`config.mk`:
```
export PLATFORM = sky130hd
export DESIGN_NAME = lfsr_err_window
export DESIGN_NICKNAME = d
export VERILOG_FILES = /design/src/rtl/lfsr_err_window.sv
export SDC_FILE = /design/constraint.sdc
export NUM_CORES = 1
export LEC_CHECK = 0
export ABC_CLOCK_PERIOD_IN_PS = 3300
export CORE_AREA = 2 2 39 41
export CTS_CLUSTER_DIAMETER = 50
export DETAILED_ROUTE_END_ITERATION = 10
export DIE_AREA = 0 0 41 43
export PLACE_DENSITY = 0.72
export SLEW_MARGIN = 25
export SYNTH_ARGS = -nofsm -noshare
export SYNTH_HDL_FRONTEND = slang
export SYNTH_SLANG_ARGS = --single-unit
```
`constraint.sdc`:
```
create_clock -name clock -period 3.3 [get_ports clock]
set_clock_uncertainty 0.15 [all_clocks]
set_input_delay 0.825 -clock clock [delete_from_list [all_inputs] [get_ports clock]]
set_output_delay 0.825 -clock clock [all_outputs]
set_load 0.02 [all_outputs]
```
`src/rtl/lfsr_err_window.sv`:
```
// Error-density window: trips when ERR_THRESH errors land inside one WINDOW of ticks.
module lfsr_err_window #(
    parameter int unsigned WINDOW     = 64,
    parameter int unsigned ERR_THRESH = 8
) (
    input  logic clock,
    input  logic reset,
    input  logic tick_i,
    input  logic err_i,
    input  logic clr_i,
    output logic trip_c_o
);

    localparam int unsigned CNT_W = $clog2(WINDOW + 1);
    localparam int unsigned ERR_W = $clog2(ERR_THRESH + 1);

    logic [CNT_W-1:0] win_cnt_q, win_cnt_d, cnt_inc_c;
    logic [ERR_W-1:0] win_err_q, win_err_d;

    assign cnt_inc_c = win_cnt_q + CNT_W'(1);
    // Combinational so the owner can leave lock on the very edge sampling the error.
    assign trip_c_o  = tick_i && err_i && (win_err_q >= ERR_W'(ERR_THRESH - 1));

    always_comb begin
        win_cnt_d = win_cnt_q;
        win_err_d = win_err_q;
        if (clr_i) begin
            win_cnt_d = '0;
            win_err_d = '0;
        end else if (tick_i) begin
            if (trip_c_o || (cnt_inc_c == CNT_W'(WINDOW))) begin
                win_cnt_d = '0;
                win_err_d = '0;
            end else begin
                win_cnt_d = cnt_inc_c;
                win_err_d = win_err_q + ERR_W'(err_i);
            end
        end
    end

    always_ff @(posedge clock or posedge reset) begin
        if (reset) begin
            win_cnt_q <= '0;
            win_err_q <= '0;
        end else begin
            win_cnt_q <= win_cnt_d;
            win_err_q <= win_err_d;
        end
    end

endmodule

```
==> results of run 1 <==
[layout make-up]
| cell class | count | area (um^2) |
|---|---|---|
| Fill cell | 126 | 594 |
| Multi-Input combinational cell | 57 | 384 |
| Sequential cell | 11 | 275 |
| Timing Repair Buffer | 8 | 72.6 |
| Clock buffer | 4 | 26.3 |
| Tap cell | 16 | 20.0 |
| Inverter | 3 | 11.3 |
[worst paths after layout]
path / startpoint / to / slack [ns]
worst max-delay path: err_i / trip_c_o / 0.19
worst min-delay path: win_err_q[0] / win_err_q[0] / 0.41
worst max register to register: win_cnt_q[0] / win_cnt_q[0] / 1.39
worst min register to register: win_err_q[0] / win_err_q[0] / 0.41
max in group asynchronous: reset / win_cnt_q[5] / 2.01
min in group asynchronous: reset / win_cnt_q[0] / 0.69
[per-layer routing]
layer / GRT usage, % / wire [um] / vias to the layer above
met1: 25.3 / 619 / 260
met2: 27.5 / 607 / 8
met5: 0 / 0 / -
li1: - / - / 282
met3: 3.14 / 45 / 0
met4: 8.00 / 0 / 0
[cells in the mapped netlist (2+ instances only)]
library cell	n	share of area, %
sky130_fd_sc_hd__a21oi_1	2	1.5
sky130_fd_sc_hd__a22o_2	5	7.4
sky130_fd_sc_hd__dfrtp_1	11	41
sky130_fd_sc_hd__ha_1	3	5.6
sky130_fd_sc_hd__inv_1	3	1.7
sky130_fd_sc_hd__nand2_1	10	5.6
sky130_fd_sc_hd__nand3_1	3	2.2
sky130_fd_sc_hd__nand4_1	2	1.9
sky130_fd_sc_hd__nor2_1	9	5.0
sky130_fd_sc_hd__nor2b_1	2	1.9
sky130_fd_sc_hd__o22ai_1	3	2.8
sky130_fd_sc_hd__xnor2_1	2	2.6
[state kept, by name, summed over array words and instances (netlist names)]
signal	flops
win_err_q	4
win_cnt_q	7
[report_power, final]
part,total [mW],internal (mW),switching (mW)
logic,0.0448,0.0239,0.0208
clock network,0.0935,0.0468,0.0467
registers,0.158,0.145,0.0132
[cells by family after synthesis]
family	after synthesis	share of synthesized area, %
buffers and inverters	4	2.41
AND/OR/NAND/NOR	35	28.5
AO/OA/AOI/OAI	15	17.0
XOR/XNOR	2	2.59
adder cells (fa/ha/maj)	3	5.56
multiplexers	2	3.15
flip-flops	11	40.7
[critical path: cells and delay by family]
family	cells	cell delay, ns
simple gates	2	0.19
buf+inv	2	1.12
==> results.txt, run 1 <==
----------------------------------------------------
[Logic synthesis]
  Post-synthesis sequential element count ... 11
  Number of distinct library cells after synthesis ... 29
  Netlist area before placement ... about 680 um^2
  Post-synthesis async set-or-reset flop share ... between 90% and 100%
  Most frequently used flop master after synthesis ... sky130_fd_sc_hd__dfrtp_1
  Sequential area share after synthesis ... 40.7%
  Number of enable flip-flop cells after synthesis ... 0
  Synthesis warning total ... 0
  Syn nets ... 80
  Instance count of the mapped netlist ... 72
  Average cell area after synthesis ... 9.38 um^2

[Global route]
  Remaining Overflow, GRT ... 0
  Largest net degree at the start of global routing ... 12
  Vias in the first global route ... 510
  Wire length of the first global-routing pass ... between 2000 and 2500 um
  Antenna violations before repair ... 0
  Total routing resource utilization after global routing ... roughly 18%

[Worst setup path]
  Kind of critical path ... primary input to primary output
  Setup crit end kind ... primary output
  Depth of the most critical reg-to-reg path ... 5
  Sequence of cells on the critical path ... clkdlybuf4s50_1, nand2_1, nor2_1, clkdlybuf4s50_1
  Setup crit start kind ... primary input
  CP dominant cell by count ... sky130_fd_sc_hd__clkdlybuf4s50_1
  Worst path max stage delay ... between 0.6 and 0.7 ns
  Slowest cell on the critical path ... sky130_fd_sc_hd__clkdlybuf4s50_1
  Required time at the endpoint of the critical path ... around 2.3 ns
  Critical path fanouts, max ... 2
  Endpoint arrival time on the critical path ... approximately 2.1 ns

[Final layout]
  Final cell area excluding filler cells ... ~790 um^2
  NumNets Final ... 92
  Most common cell after layout, fill and taps aside ... sky130_fd_sc_hd__dfrtp_1
  Most frequent cells in the layout ... sky130_fd_sc_hd__dfrtp_1 (11), sky130_fd_sc_hd__nand2_1 (10), sky130_fd_sc_hd__nor2_1 (9)
  Antenna diode count ... 0
  Layout area overhead ... 16.9%
  Post-layout instance count excluding filler cells ... 99
  Util after Layout ... 57.1%
  Share of final-layout standard cells stronger than drive strength 1 ... between 20% and 30%

[Clock tree]
  Number of clock buffers inserted by TritonCTS ... 3
  Post-cts gate resize count ... 0
  H-tree levels ... 1
  Insertion delay of the later-clocked pin in the worst-skew pair ... 0.27 ns
  Clock tree sinks ... 11
  TritonCTS clock tree ... yes
  Count of buffers added by post-CTS timing repair for setup ... 0
  CTS Root Cell ... sky130_fd_sc_hd__clkbuf_4
  Hold-fix buffers, CTS ... 0
  Largest buffer count on any clock path ... 2
  Clock slew seen by the registers of the worst setup and hold paths ... ~0.070 ns

[Power]
  Maximum vdd drop ... about 0.22 mV
  Post-layout power ... roughly 0.30 mW
  Power per unit of standard cell area ... about 380 nW/um^2
  Static Leakage ... roughly 0.36 nW

[Floorplanning]
  Die X-Extent ... 41 um
  Vertical die dimension ... ~43 um
  Number of rows created at floorplan ... 14
  Initial Utilization ... 48.8%
  Number of placed I/O pins ... 6
  Die area ... roughly 1800 um^2
  Floorplan Core Area ... 1380 um^2

[STA]
  Unrepaired setup endpoints after global routing ... false
  Final critical-path required period ... roughly 3.1 ns
  Final WS setup ... 0.188 ns
  Normalized max-slew margin ... slightly below 60%
  Final Cycle Share ... between 90% and 100%
  Max Freq ... 321 MHz
  Final-layout setup total negative slack ... 0 ns
  Endpoints failing setup ... 0
  Final-layout worst hold slack ... roughly 0.41 ns
  Final Hold Violating Endpoints ... 0
  Worst Tran Pin Value ... 0.611 ns
  Max-slew violations ... 0

[Detailed routing]
  Detailed-route DRC error count ... 0
  Initial DRC count ... 8
  Via count of the routed design ... 550
  Total detailed-routing wirelength ... around 1300 um
  Wire length per cell ... between 10 and 15 um
  Post-detailed-route via-to-cell ratio ... around 5.6
  Residual antenna-violating net count after detailed routing ... 0
  Number of optimization iterations in the first detailed-route pass ... 2

[Place]
  HPWL after detailed placement ... 953 um
  Inst Count DP ... 95
  Final Wtd Congestion ... 0.709
  Cell Area, Placed ... approximately 760 um^2
  Setup slack after placement ... approximately 0.19 ns
  Number of port buffers ... 5

[Hold path]
  Classification of the worst-slack hold path ... flop to flop
  WHS Path Cells ... 1

[Status]
  Status ... complete, no violations

[Flow run]
  Reported max-cap violation count ... 0

----------------------------------------------------
Power figures use the tool's default switching activity.
==> inputs of run 2 (changes only) <==
--- a/config.mk
+++ b/config.mk
@@ -10,7 +10,8 @@
 export CTS_CLUSTER_DIAMETER = 50
 export DETAILED_ROUTE_END_ITERATION = 10
 export DIE_AREA = 0 0 41 43
-export PLACE_DENSITY = 0.72
+export PLACE_DENSITY_LB_ADDON = 0.25
+export RECOVER_POWER = 25
 export SLEW_MARGIN = 25
 export SYNTH_ARGS = -nofsm -noshare
 export SYNTH_HDL_FRONTEND = slang
==> run 2 against run 1 <==
Routed wire length grew 8.7%. Total power grew 0.83%. Core utilization is the same. Register-to-register slack lost 0.05 ns. Final area is the same. Setup slack lost 0.0058 ns. Flip-flop and latch count is the same. Critical path depth is the same. Non-clock buffer count is the same. Clock power is essentially flat. Clock-buffer cell count is the same. First-iteration DRC count shrank 25%. Largest power group unchanged. Highest routed layer is now met4.
==> results.txt, run 2 (same netlist as run 1, synthesis figures left out) <==
----------------------------------------------------
[Final layout]
  Share of final-layout standard cells stronger than drive strength 1 ... 20.5% (unchanged)
  Most common cell after layout, fill and taps aside ... sky130_fd_sc_hd__dfrtp_1
  Layout area overhead ... 16.9% (unchanged)
  Most frequent cells in the layout ... sky130_fd_sc_hd__dfrtp_1 (11), sky130_fd_sc_hd__nand2_1 (10), sky130_fd_sc_hd__nor2_1 (9)
  NumNets Final ... 92 (unchanged)
  Leading registers by flop count ... win_cnt_q: 7 flops, win_err_q: 4 flops
  Max reg flops ... 7 (unchanged)
  Filler instances ... 129 (+2.4%)
  Final cell area excluding filler cells ... 790 um^2 (unchanged)
  Largest register by flop count ... win_cnt_q
  Antenna diode count ... 0 (unchanged)

[Clock tree]
  H-tree levels ... 1 (unchanged)
  Clock tree sinks ... 11 (unchanged)
  TritonCTS clock tree ... yes
  Clock slew seen by the registers of the worst setup and hold paths ... 0.07 ns (about the same)
  Insertion delay of the later-clocked pin in the worst-skew pair ... 0.27 ns (about the same)
  Count of buffers added by post-CTS timing repair for setup ... 0 (unchanged)
  Hold-fix buffers, CTS ... 0 (unchanged)
  Post-cts gate resize count ... 0 (unchanged)
  Largest buffer count on any clock path ... 2 (unchanged)
  CTS Root Cell ... sky130_fd_sc_hd__clkbuf_4
  Number of clock buffers inserted by TritonCTS ... 3 (unchanged)

[Flow run]
  Reported max-cap violation count ... 0 (unchanged)

[Floorplanning]
  Initial Utilization ... 48.8% (unchanged)
  Die area ... 1760 um^2 (unchanged)
  Die X-Extent ... 41 um (unchanged)
  Vertical die dimension ... 43 um (unchanged)
  Floorplan Core Area ... 1380 um^2 (unchanged)
  Number of placed I/O pins ... 6 (unchanged)
  Number of rows created at floorplan ... 14 (unchanged)

[STA]
  Max Freq ... 321 MHz (-0.19%)
  Worst Tran Pin Value ... 0.620 ns (+0.00936 ns)
  Normalized max-slew margin ... 58.5% (-0.63 points)
  Final-layout setup total negative slack ... 0 ns (unchanged)
  Final critical-path required period ... 3.12 ns (+0.00584 ns)
  Final Hold Violating Endpoints ... 0 (unchanged)
  Max-slew violations ... 0 (unchanged)
  Final Cycle Share ... 94.5% (+0.18 points)
  Unrepaired setup endpoints after global routing ... false
  Endpoints failing setup ... 0 (unchanged)
  Final WS setup ... 0.182 ns (-0.00584 ns)
  Final-layout worst hold slack ... 0.418 ns (+0.00489 ns)

[Detailed routing]
  Total detailed-routing wirelength ... 1380 um (+8.7%)
  Highest metal used ... met4
  Detailed-route DRC error count ... 0 (unchanged)
  Total met2 wirelength after detailed routing ... 707 um (+16%)
  Via count of the routed design ... 581 (+5.6%)
  Number of optimization iterations in the first detailed-route pass ... 4 (+2)
  Wire length per cell ... 14.0 um (+8.7%)
  Wire length on met1 ... 589 um (-4.8%)
  Initial DRC count ... 6 (-2)
  Post-detailed-route via-to-cell ratio ... 5.87 (+5.6%)
  Met3 wire length ... 51 um (+13%)
  Residual antenna-violating net count after detailed routing ... 0 (unchanged)

[Hold path]
  WHS Path Cells ... 1 (unchanged)
  Classification of the worst-slack hold path ... flop to flop
  Hold_sp ... win_err_q[0]
  End point of the worst hold path ... win_err_q[0]

[Power]
  Maximum vdd drop ... 0.267 mV (+19%)
  Static Leakage ... 0.363 nW (about the same)
  Power per unit of standard cell area ... 379 nW/um^2 (+0.83%)
  Post-layout power ... 0.299 mW (+0.83%)

[Worst setup path]
  Critical path fanouts, max ... 2 (unchanged)
  Depth of the most critical reg-to-reg path ... 5 (unchanged)
  Endpoint arrival time on the critical path ... 2.14 ns (about the same)
  Required time at the endpoint of the critical path ... 2.32 ns (about the same)
  Setup crit start kind ... primary input
  Reg2reg setup slack ... 1.34 ns (-0.05 ns)
  Reg-to-Reg Start ... win_cnt_q[0]
  Kind of critical path ... primary input to primary output
  Setup crit end kind ... primary output
  Reg2reg end ... win_cnt_q[0]

[Place]
  Setup slack after placement ... 0.175 ns (-0.0113 ns)
  HPWL after detailed placement ... 1030 um (+8.0%)
  Final Wtd Congestion ... 0.783 (+10%)
  Cell Area, Placed ... 763 um^2 (unchanged)
  Number of port buffers ... 5 (unchanged)

[Status]
  Status ... complete, no violations

[Global route]
  Vias in the first global route ... 563 (+10%)
  Total routing resource utilization after global routing ... 20.8% (+2.4 points)
  Wire length of the first global-routing pass ... 2430 um (+12%)
  Largest net degree at the start of global routing ... 12 (unchanged)
  Antenna violations before repair ... 0 (unchanged)
  Remaining Overflow, GRT ... 0 (unchanged)

----------------------------------------------------
-- run 2: changes by cell type in the layout (fill, tap and decap cells not counted) --
cell / before / now
sky130_fd_sc_hd__clkdlybuf4s50_1: 5 / 4
sky130_fd_sc_hd__dlygate4sd3_1: 0 / 1
-- run 2: through the flow --
step	util (%)	cells
floorplan	-	72
global placement	55.2	95
detailed placement	55.2	95
CTS	57.1	99
global route	57.1	99
finish	57.1	99
-- run 2: final cells by class --
type	count	area (um^2)	area share [%]
Clock buffer	4	26.3	3.33
Inverter	3	11.3	1.43
Multi-Input combinational cell	57	384	48.7
Sequential cell	11	275	34.9
Tap cell	16	20.0	2.54
Timing Repair Buffer	8	72.6	9.19
-- run 2: worst max-delay path by stage --
stage	startpoint	endpoint	depth (start not counted)
final	err_i	trip_c_o	4
after global routing	err_i	trip_c_o	4
after CTS	err_i	trip_c_o	4
after detailed placement	err_i	trip_c_o	4
after global placement	err_i	trip_c_o	4
after floorplan	err_i	trip_c_o	2
-- run 2: worst max-delay path, cell delays in order --
cell and delay [ns]:
sky130_fd_sc_hd__clkdlybuf4s50_1 0.50, sky130_fd_sc_hd__nand2_1 0.06, sky130_fd_sc_hd__nor2_1 0.13, sky130_fd_sc_hd__clkdlybuf4s50_1 0.62
-- run 2: layer usage --
layer / up-vias / global-route usage [%]
li1: 281 / -
met2: 14 / 30.0
met1: 281 / 27.4
met3: 5 / 4.71
met4: 0 / 12.0
met5: - / 0
-- run 2: power by group --
| group | leakage (nW) | internal (mW) | total [mW] | switching (mW) |
|---|---|---|---|---|
| logic | 0.199 | 0.0238 | 0.0455 | 0.0217 |
| registers | 0.149 | 0.145 | 0.160 | 0.0145 |
| clock network | 0.0150 | 0.0470 | 0.0938 | 0.0469 |
==> inputs of run 3 (changes only) <==
--- a/config.mk
+++ b/config.mk
@@ -6,6 +6,7 @@
 export NUM_CORES = 1
 export LEC_CHECK = 0
 export ABC_CLOCK_PERIOD_IN_PS = 3300
+export CAP_MARGIN = 20
 export CORE_AREA = 2 2 39 41
 export CTS_CLUSTER_DIAMETER = 50
 export DETAILED_ROUTE_END_ITERATION = 10
==> results of run 3 <==
The final DEF is identical to that of run 2; final timing and power are the same.
